--- src/rtl/button_debounce_ctrl_if.sv ---
// Button control bundle: enable and raw pin in, debounced level and strobes out.
interface button_debounce_ctrl_if;
  logic ena;
  logic btn_in;
  logic btn_level;
  logic press_pulse;
  logic release_pulse;
  logic long_pulse;

  modport master (
    output ena,
    output btn_in,
    input  btn_level,
    input  press_pulse,
    input  release_pulse,
    input  long_pulse
  );

  modport slave (
    input  ena,
    input  btn_in,
    output btn_level,
    output press_pulse,
    output release_pulse,
    output long_pulse
  );
endinterface

--- src/rtl/button_debounce_ctrl.sv ---
// Debounces one push-button and emits a clean level plus single-cycle
// press, release and long-press strobes for the seconds counter.
module button_debounce_ctrl #(
  parameter int unsigned DEBOUNCE_CYCLES = 10000,
  parameter int unsigned LONG_CYCLES     = 10000000,
  parameter bit          ACTIVE_HIGH     = 1'b1
) (
  input logic                   clk,
  input logic                   rst_n,
  button_debounce_ctrl_if.slave bus
);

  localparam int unsigned DW = $clog2(DEBOUNCE_CYCLES + 1);
  localparam int unsigned HW = (LONG_CYCLES == 0) ? 1 : $clog2(LONG_CYCLES + 1);
  // The state is entered on the first stable sample, so acceptance happens
  // DEBOUNCE_CYCLES-2 increments later.
  localparam logic [DW-1:0] DB_LAST   = DW'(DEBOUNCE_CYCLES - 2);
  localparam logic [HW-1:0] HCNT_MAX  = HW'(LONG_CYCLES);
  localparam logic [HW-1:0] HCNT_LAST = HW'(LONG_CYCLES - 1);
  localparam bit            LONG_EN   = (LONG_CYCLES != 0);

  typedef enum logic [1:0] {
    IDLE       = 2'd0,
    DB_PRESS   = 2'd1,
    PRESSED    = 2'd2,
    DB_RELEASE = 2'd3
  } state_e;

  state_e          state_q;
  logic [1:0]      sync_q;
  logic [DW-1:0]   dcnt_q;
  logic [HW-1:0]   hcnt_q;
  logic            long_done_q;
  logic            level_q;
  logic            press_q;
  logic            release_q;
  logic            long_q;
  logic            btn_norm_s;
  logic            raw_s;

  assign btn_norm_s = ACTIVE_HIGH ? bus.btn_in : ~bus.btn_in;
  assign raw_s      = sync_q[1];

  // Synchroniser runs regardless of ena so a held button is seen at once.
  always_ff @(posedge clk or negedge rst_n) begin
    if (!rst_n) begin
      sync_q <= 2'b00;
    end else begin
      sync_q <= {sync_q[0], btn_norm_s};
    end
  end

  always_ff @(posedge clk or negedge rst_n) begin
    if (!rst_n) begin
      state_q     <= IDLE;
      dcnt_q      <= '0;
      hcnt_q      <= '0;
      long_done_q <= 1'b0;
      level_q     <= 1'b0;
      press_q     <= 1'b0;
      release_q   <= 1'b0;
      long_q      <= 1'b0;
    end else if (!bus.ena) begin
      state_q     <= IDLE;
      dcnt_q      <= '0;
      hcnt_q      <= '0;
      long_done_q <= 1'b0;
      level_q     <= 1'b0;
      press_q     <= 1'b0;
      release_q   <= 1'b0;
      long_q      <= 1'b0;
    end else begin
      press_q   <= 1'b0;
      release_q <= 1'b0;
      long_q    <= 1'b0;
      case (state_q)
        IDLE: begin
          if (raw_s) begin
            state_q <= DB_PRESS;
            dcnt_q  <= '0;
          end
        end
        DB_PRESS: begin
          if (!raw_s) begin
            state_q <= IDLE;
          end else if (dcnt_q == DB_LAST) begin
            state_q     <= PRESSED;
            press_q     <= 1'b1;
            level_q     <= 1'b1;
            hcnt_q      <= '0;
            long_done_q <= 1'b0;
          end else begin
            dcnt_q <= dcnt_q + DW'(1);
          end
        end
        PRESSED: begin
          // A falling raw input wins; the hold count does not advance that cycle.
          if (!raw_s) begin
            state_q <= DB_RELEASE;
            dcnt_q  <= '0;
          end else if (LONG_EN && (hcnt_q != HCNT_MAX)) begin
            hcnt_q <= hcnt_q + HW'(1);
            if ((hcnt_q == HCNT_LAST) && !long_done_q) begin
              long_q      <= 1'b1;
              long_done_q <= 1'b1;
            end
          end
        end
        DB_RELEASE: begin
          if (raw_s) begin
            state_q <= PRESSED;
          end else if (dcnt_q == DB_LAST) begin
            state_q   <= IDLE;
            release_q <= 1'b1;
            level_q   <= 1'b0;
          end else begin
            dcnt_q <= dcnt_q + DW'(1);
          end
        end
        default: begin
          state_q <= IDLE;
          dcnt_q  <= '0;
          hcnt_q  <= '0;
          level_q <= 1'b0;
        end
      endcase
    end
  end

  assign bus.btn_level     = level_q;
  assign bus.press_pulse   = press_q;
  assign bus.release_pulse = release_q;
  assign bus.long_pulse    = long_q;

endmodule

--- src/flat_wrapper.sv ---
// flat-port wrapper written by rule: the top's interface ports become plain ports
module button_debounce_ctrl_flat 
#(
  parameter int unsigned DEBOUNCE_CYCLES = 10000,
  parameter int unsigned LONG_CYCLES     = 10000000,
  parameter bit          ACTIVE_HIGH     = 1'b1
)
  (clk, rst_n, bus_ena, bus_btn_in, bus_btn_level, bus_press_pulse, bus_release_pulse, bus_long_pulse);
  button_debounce_ctrl_if bus_i ();
  input logic clk;
  input logic rst_n;
  input wire logic [$bits(bus_i.ena)-1:0] bus_ena;
  input wire logic [$bits(bus_i.btn_in)-1:0] bus_btn_in;
  output wire logic [$bits(bus_i.btn_level)-1:0] bus_btn_level;
  output wire logic [$bits(bus_i.press_pulse)-1:0] bus_press_pulse;
  output wire logic [$bits(bus_i.release_pulse)-1:0] bus_release_pulse;
  output wire logic [$bits(bus_i.long_pulse)-1:0] bus_long_pulse;
  assign bus_i.ena = bus_ena;
  assign bus_i.btn_in = bus_btn_in;
  assign bus_btn_level = bus_i.btn_level;
  assign bus_press_pulse = bus_i.press_pulse;
  assign bus_release_pulse = bus_i.release_pulse;
  assign bus_long_pulse = bus_i.long_pulse;
  button_debounce_ctrl #(.DEBOUNCE_CYCLES(DEBOUNCE_CYCLES), .LONG_CYCLES(LONG_CYCLES), .ACTIVE_HIGH(ACTIVE_HIGH)) u_core (.clk(clk), .rst_n(rst_n), .bus(bus_i));
endmodule
--- config.mk ---
export PLATFORM = sky130hd
export DESIGN_NAME = button_debounce_ctrl_flat
export DESIGN_NICKNAME = d
export VERILOG_FILES = /design/src/rtl/button_debounce_ctrl_if.sv /design/src/rtl/button_debounce_ctrl.sv /design/src/flat_wrapper.sv
export SDC_FILE = /design/constraint.sdc
export NUM_CORES = 1
export LEC_CHECK = 0
export CELL_PAD_IN_SITES_DETAIL_PLACEMENT = 1
export CELL_PAD_IN_SITES_GLOBAL_PLACEMENT = 2
export CORE_MARGIN = 10
export CORE_UTILIZATION = 36
export CTS_BUF_LIST = sky130_fd_sc_hd__clkbuf_4 sky130_fd_sc_hd__clkbuf_8 sky130_fd_sc_hd__clkbuf_16
export DETAILED_ROUTE_END_ITERATION = 7
export MAX_ROUTING_LAYER = met4
export PLACE_DENSITY = 0.79
export RECOVER_POWER = 100
export SYNTH_ARGS = -nofsm -noshare
export SYNTH_HDL_FRONTEND = slang
export SYNTH_SLANG_ARGS = --single-unit
export TNS_END_PERCENT = 5
--- constraint.sdc ---
create_clock -name clk -period 2 [get_ports clk]
set_input_delay 0.2 -clock clk [delete_from_list [all_inputs] [get_ports clk]]
set_output_delay 0.2 -clock clk [all_outputs]
set_load 0.02 [all_outputs]
==> results of run 1 <==
-- layer usage --
layer  track usage [%]  part of all wire [%]  wire [um]
met1              17.5                    45       3790
met2              26.2                    52       4370
met3              2.98                   2.8        234
met4              3.07                  0.69         58
met5                 -                     0          0
-- power groups by stage --
stage                     combinational, mW  clock, mW  sequential (mW)
after global routing                  0.136      0.839            0.963
after floorplan                      0.0597          0            0.979
final                                 0.123      0.770            0.961
after global placement                0.115          0            0.980
after detailed placement              0.117          0            0.980
after CTS                             0.129      0.793            0.961
-- placed cells by master, fill, tap and decap left out, types with 3 or more instances in the layout --
| cell | Yosys | final |
|---|---|---|
| a2111o_1 | 8 | 8 |
| nor3_1 | 11 | 10 |
| a21oi_1 | 16 | 16 |
| nand4_1 | 11 | 11 |
| inv_1 | 15 | 13 |
| buf_4 | 0 | 41 |
| dfrtp_1 | 47 | 46 |
| a31oi_1 | 10 | 9 |
| or3_1 | 5 | 5 |
| ha_1 | 4 | 3 |
| nand2_1 | 36 | 36 |
| and3_1 | 6 | 3 |
| nor2_1 | 15 | 14 |
| clkbuf_8 | 0 | 6 |
| mux2i_1 | 5 | 5 |
| and4_1 | 8 | 8 |
| buf_12 | 1 | 3 |
| dlygate4sd3_1 | 0 | 6 |
| and2_1 | 3 | 3 |
| o2111ai_1 | 6 | 6 |
| nand3_1 | 11 | 10 |
| o21ai_1 | 5 | 4 |
| nand2b_1 | 7 | 7 |
| o21ai_2 | 4 | 6 |
| a221o_1 | 4 | 4 |
| a31oi_4 | 5 | 6 |
| o21ai_0 | 13 | 12 |
-- how the worst min path moves through the flow --
| stage | endpoint | startpoint | cells past startpoint | slack, ns |
|---|---|---|---|---|
| global route | u_core.sync_q[1]$_DFF_PN0_ | u_core.sync_q[0]$_DFF_PN0_ | 0 | 0.39 |
| floorplan | u_core.bus.btn_level$_DFFE_PN0P_ | rst_n | 0 | -0.1 |
| global placement | u_core.hcnt_q[8]$_DFFE_PN0P_ | rst_n | 1 | 0.19 |
| CTS | u_core.sync_q[0]$_DFF_PN0_ | bus_btn_in | 1 | 0.34 |
| finish | u_core.sync_q[1]$_DFF_PN0_ | u_core.sync_q[0]$_DFF_PN0_ | 0 | 0.37 |
| detailed placement | u_core.hcnt_q[8]$_DFFE_PN0P_ | rst_n | 1 | 0.20 |
-- through the flow --
| stage | setup WS (ns) | TNS, ns |
|---|---|---|
| global route | -0.0669 | -0.654 |
| floorplan | 0.0103 | 0 |
| detailed placement | -0.0984 | -0.532 |
| finish | 0.0210 | 0 |
| CTS | -0.0185 | -0.0237 |
| global placement | -0.0409 | -0.161 |
-- repair_timing --
action	in CTS	in global routing
endpoints found under the setup margin	17	39
resized for setup	7	20
pin swaps	3	7
setup buffers	3	0
hold endpoints to repair	18	0
gates cloned	1	1
hold buffers	1	0
-- cell type report --
class | count | area (um2)
Clock inverter | 2 | 38.8
Fill cell | 912 | 4120
Tap cell | 102 | 128
Multi-Input combinational cell | 228 | 1680
Clock buffer | 6 | 82.6
Timing Repair Buffer | 58 | 529
Inverter | 15 | 56.3
Sequential cell | 47 | 1180
-- flip-flops by register name (all words and copies together) (netlist names), 2 cells and up --
register / flops
u_core.hcnt_q: 24
u_core.dcnt_q: 14
u_core.state_q: 2
u_core.sync_q: 2
-- kinds of logic (layout without fill, tap and decap cells) --
logic type / count (synthesis) / after routing / synth area share, %
mux: 6 / 6 / 2.50
fa+ha+maj: 4 / 4 / 1.72
simple gates: 130 / 130 / 25.2
compound gates: 87 / 87 / 24.5
flops: 47 / 47 / 40.4
buf+inv: 32 / 81 / 5.34
xor+xnor: 1 / 1 / 0.301
==> impl_results.md, run 1 <==
* Critical path buffers and inverters at 1
* Post-layout util at 47.2%
* Most common cell in the netlist: dfrtp_1
* Crit path max-delay family: simple AND/OR/NAND/NOR gates
* Critical-path cell list: nor4bb_1, nand4_1, o21bai_2, buf_4, nor2_1, a221o_1
* Cell area after layout at 3690 um2
* Pleak at 1.53 nW
* Main flop type after synthesis: dfrtp_1
* DP Wirelength at 5990 um
* Worst Path Max Fanout at 5
* Top-area cell type share of the netlist area at 40.4%
* Die area at 12,100 um2
* First-pass GRT wire length at 14,100 um
* Setup slack, reg-to-reg at 0.02 ns
* Setup crit end kind: flip-flop
* H-tree Lvls at 2
* Port Buffers at 7
* Largest net degree at the start of global routing at 30
* Post-Syn Nets at 315
* Worst slew pin tran at 1.14 ns
* Sequential fraction of design power at 51.8%
* Post-synth EDFFs at 0
* # DRC at 0
* Clk_lat worst skew at 0.31 ns
* Core area at 7810 um2
* Post-DRT Antenna Nets at 0
* Root Driver: clkbuf_8
* Max_slew headroom at 23.7%
* Worst hold slack at 0.374 ns
* Slowest cell delay on critical path at 0.44 ns
* Max Cap Violations at 0
* GP Congestion at 0.831
* Ys async rst share at 100%
* Fin crit share at 98.9%
* Post-synthesis register bit count at 47
* Die height at 110 um
* Routed via count at 2,641
* Critical path arrival at 2.17 ns
* Diode count at 0
* Final setup viols at 0
* Status: complete, no violations
* Worst path depth at 6
* RR Endpoint: u_core.hcnt_q[22]$_DFFE_PN0P_
* Die W at 110 um
* CP Launch Point: u_core.hcnt_q[8]$_DFFE_PN0P_
* Unrepaired setup endpoints after global routing: true
* Post-Place Cells at 444
* CP endpoint: u_core.hcnt_q[22]$_DFFE_PN0P_
* Routed vias/inst at 5.77
* GRT Residual Overflow at 0
* Worst Path Required at 2.19 ns
* Worst-path clk slew at 0.10 ns
* Synth unique cells at 57
* WS Path Type: flip-flop to flip-flop
* CP Launch Type: flip-flop
* CTS tree: yes
* DRT iter0 DRCs at 104
* Combinational power share at 6.6%
* HP Class: flip-flop to flip-flop
* Synth Area per Inst at 9.47 um2
* Placed Area at 3390 um2
* Std cell rows at 32
* Max rail drop VDD at 303 uV
* Layout cells sized above 1 at 26.1%
* Power Total at 1.85 mW
* R2r startpoint: u_core.hcnt_q[8]$_DFFE_PN0P_
* Clk buf depth at 2
* Sw frac at 24.1%
* Clock Power Share at 41.5%
* Top cells by count, synth: dfrtp_1 (47), nand2_1 (36), a21oi_1 (16), inv_1 (15), nor2_1 (15)
* Final Non-Filler Cells at 458
* Vias in the first global route at 2,774
* Top-Level Pins at 8
* Post-DR wirelength/cell at 18.4 um
* Clk sink count at 47
* GRT Overall Usage at 15.1%
* Slew Viols, Final at 0
* Slowest CP cell: dfrtp_1
* Routed Wire Length at 8450 um
* Final hold violation count at 0
* Top cells by area, synth: dfrtp_1 (40%), nand2_1 (4.6%), a31oi_4 (3.7%)
* Int Power at 1.41 mW
* Number of CTS-inserted buffers at 5
* Syn. warnings at 0
* Fmax at 505 MHz
* Clock Skews at 0.00575 ns
* R2R depth at 6
* Synth area leader: dfrtp_1
* Cell count after synthesis at 307
* Switching pwr at 0.446 mW
* Synth-to-Final Area Change at 26.8%
* Crit path time final at 1.98 ns
* Syn Std Cell Area at 2910 um2
* Sequential share of the synthesized area at 40.4%
* Antenna violations before repair at 0
* DRT Pass-1 Iters at 4
* Starting Density at 37.2%
* Power density over the cells at 503 nW/um2
* Final nets at 363
Power figures use the tool's default switching activity.
==> inputs of run 2 (changes only) <==
--- a/config.mk
+++ b/config.mk
@@ -11,4 +11,5 @@
 export CORE_UTILIZATION = 36
 export CTS_BUF_LIST = sky130_fd_sc_hd__clkbuf_4 sky130_fd_sc_hd__clkbuf_8 sky130_fd_sc_hd__clkbuf_16
+export CTS_CLUSTER_DIAMETER = 30
 export DETAILED_ROUTE_END_ITERATION = 7
 export MAX_ROUTING_LAYER = met4
==> constraint.sdc (replaced) <==
create_clock -name clk -period 2 [get_ports clk]
set_input_delay 0.2 -clock clk [delete_from_list [all_inputs] [get_ports clk]]
set_output_delay 0.2 -clock clk [all_outputs]
set_load 0.01 [all_outputs]
==> results of run 2 <==
The final DEF is identical to that of run 1. Status: complete, no violations.
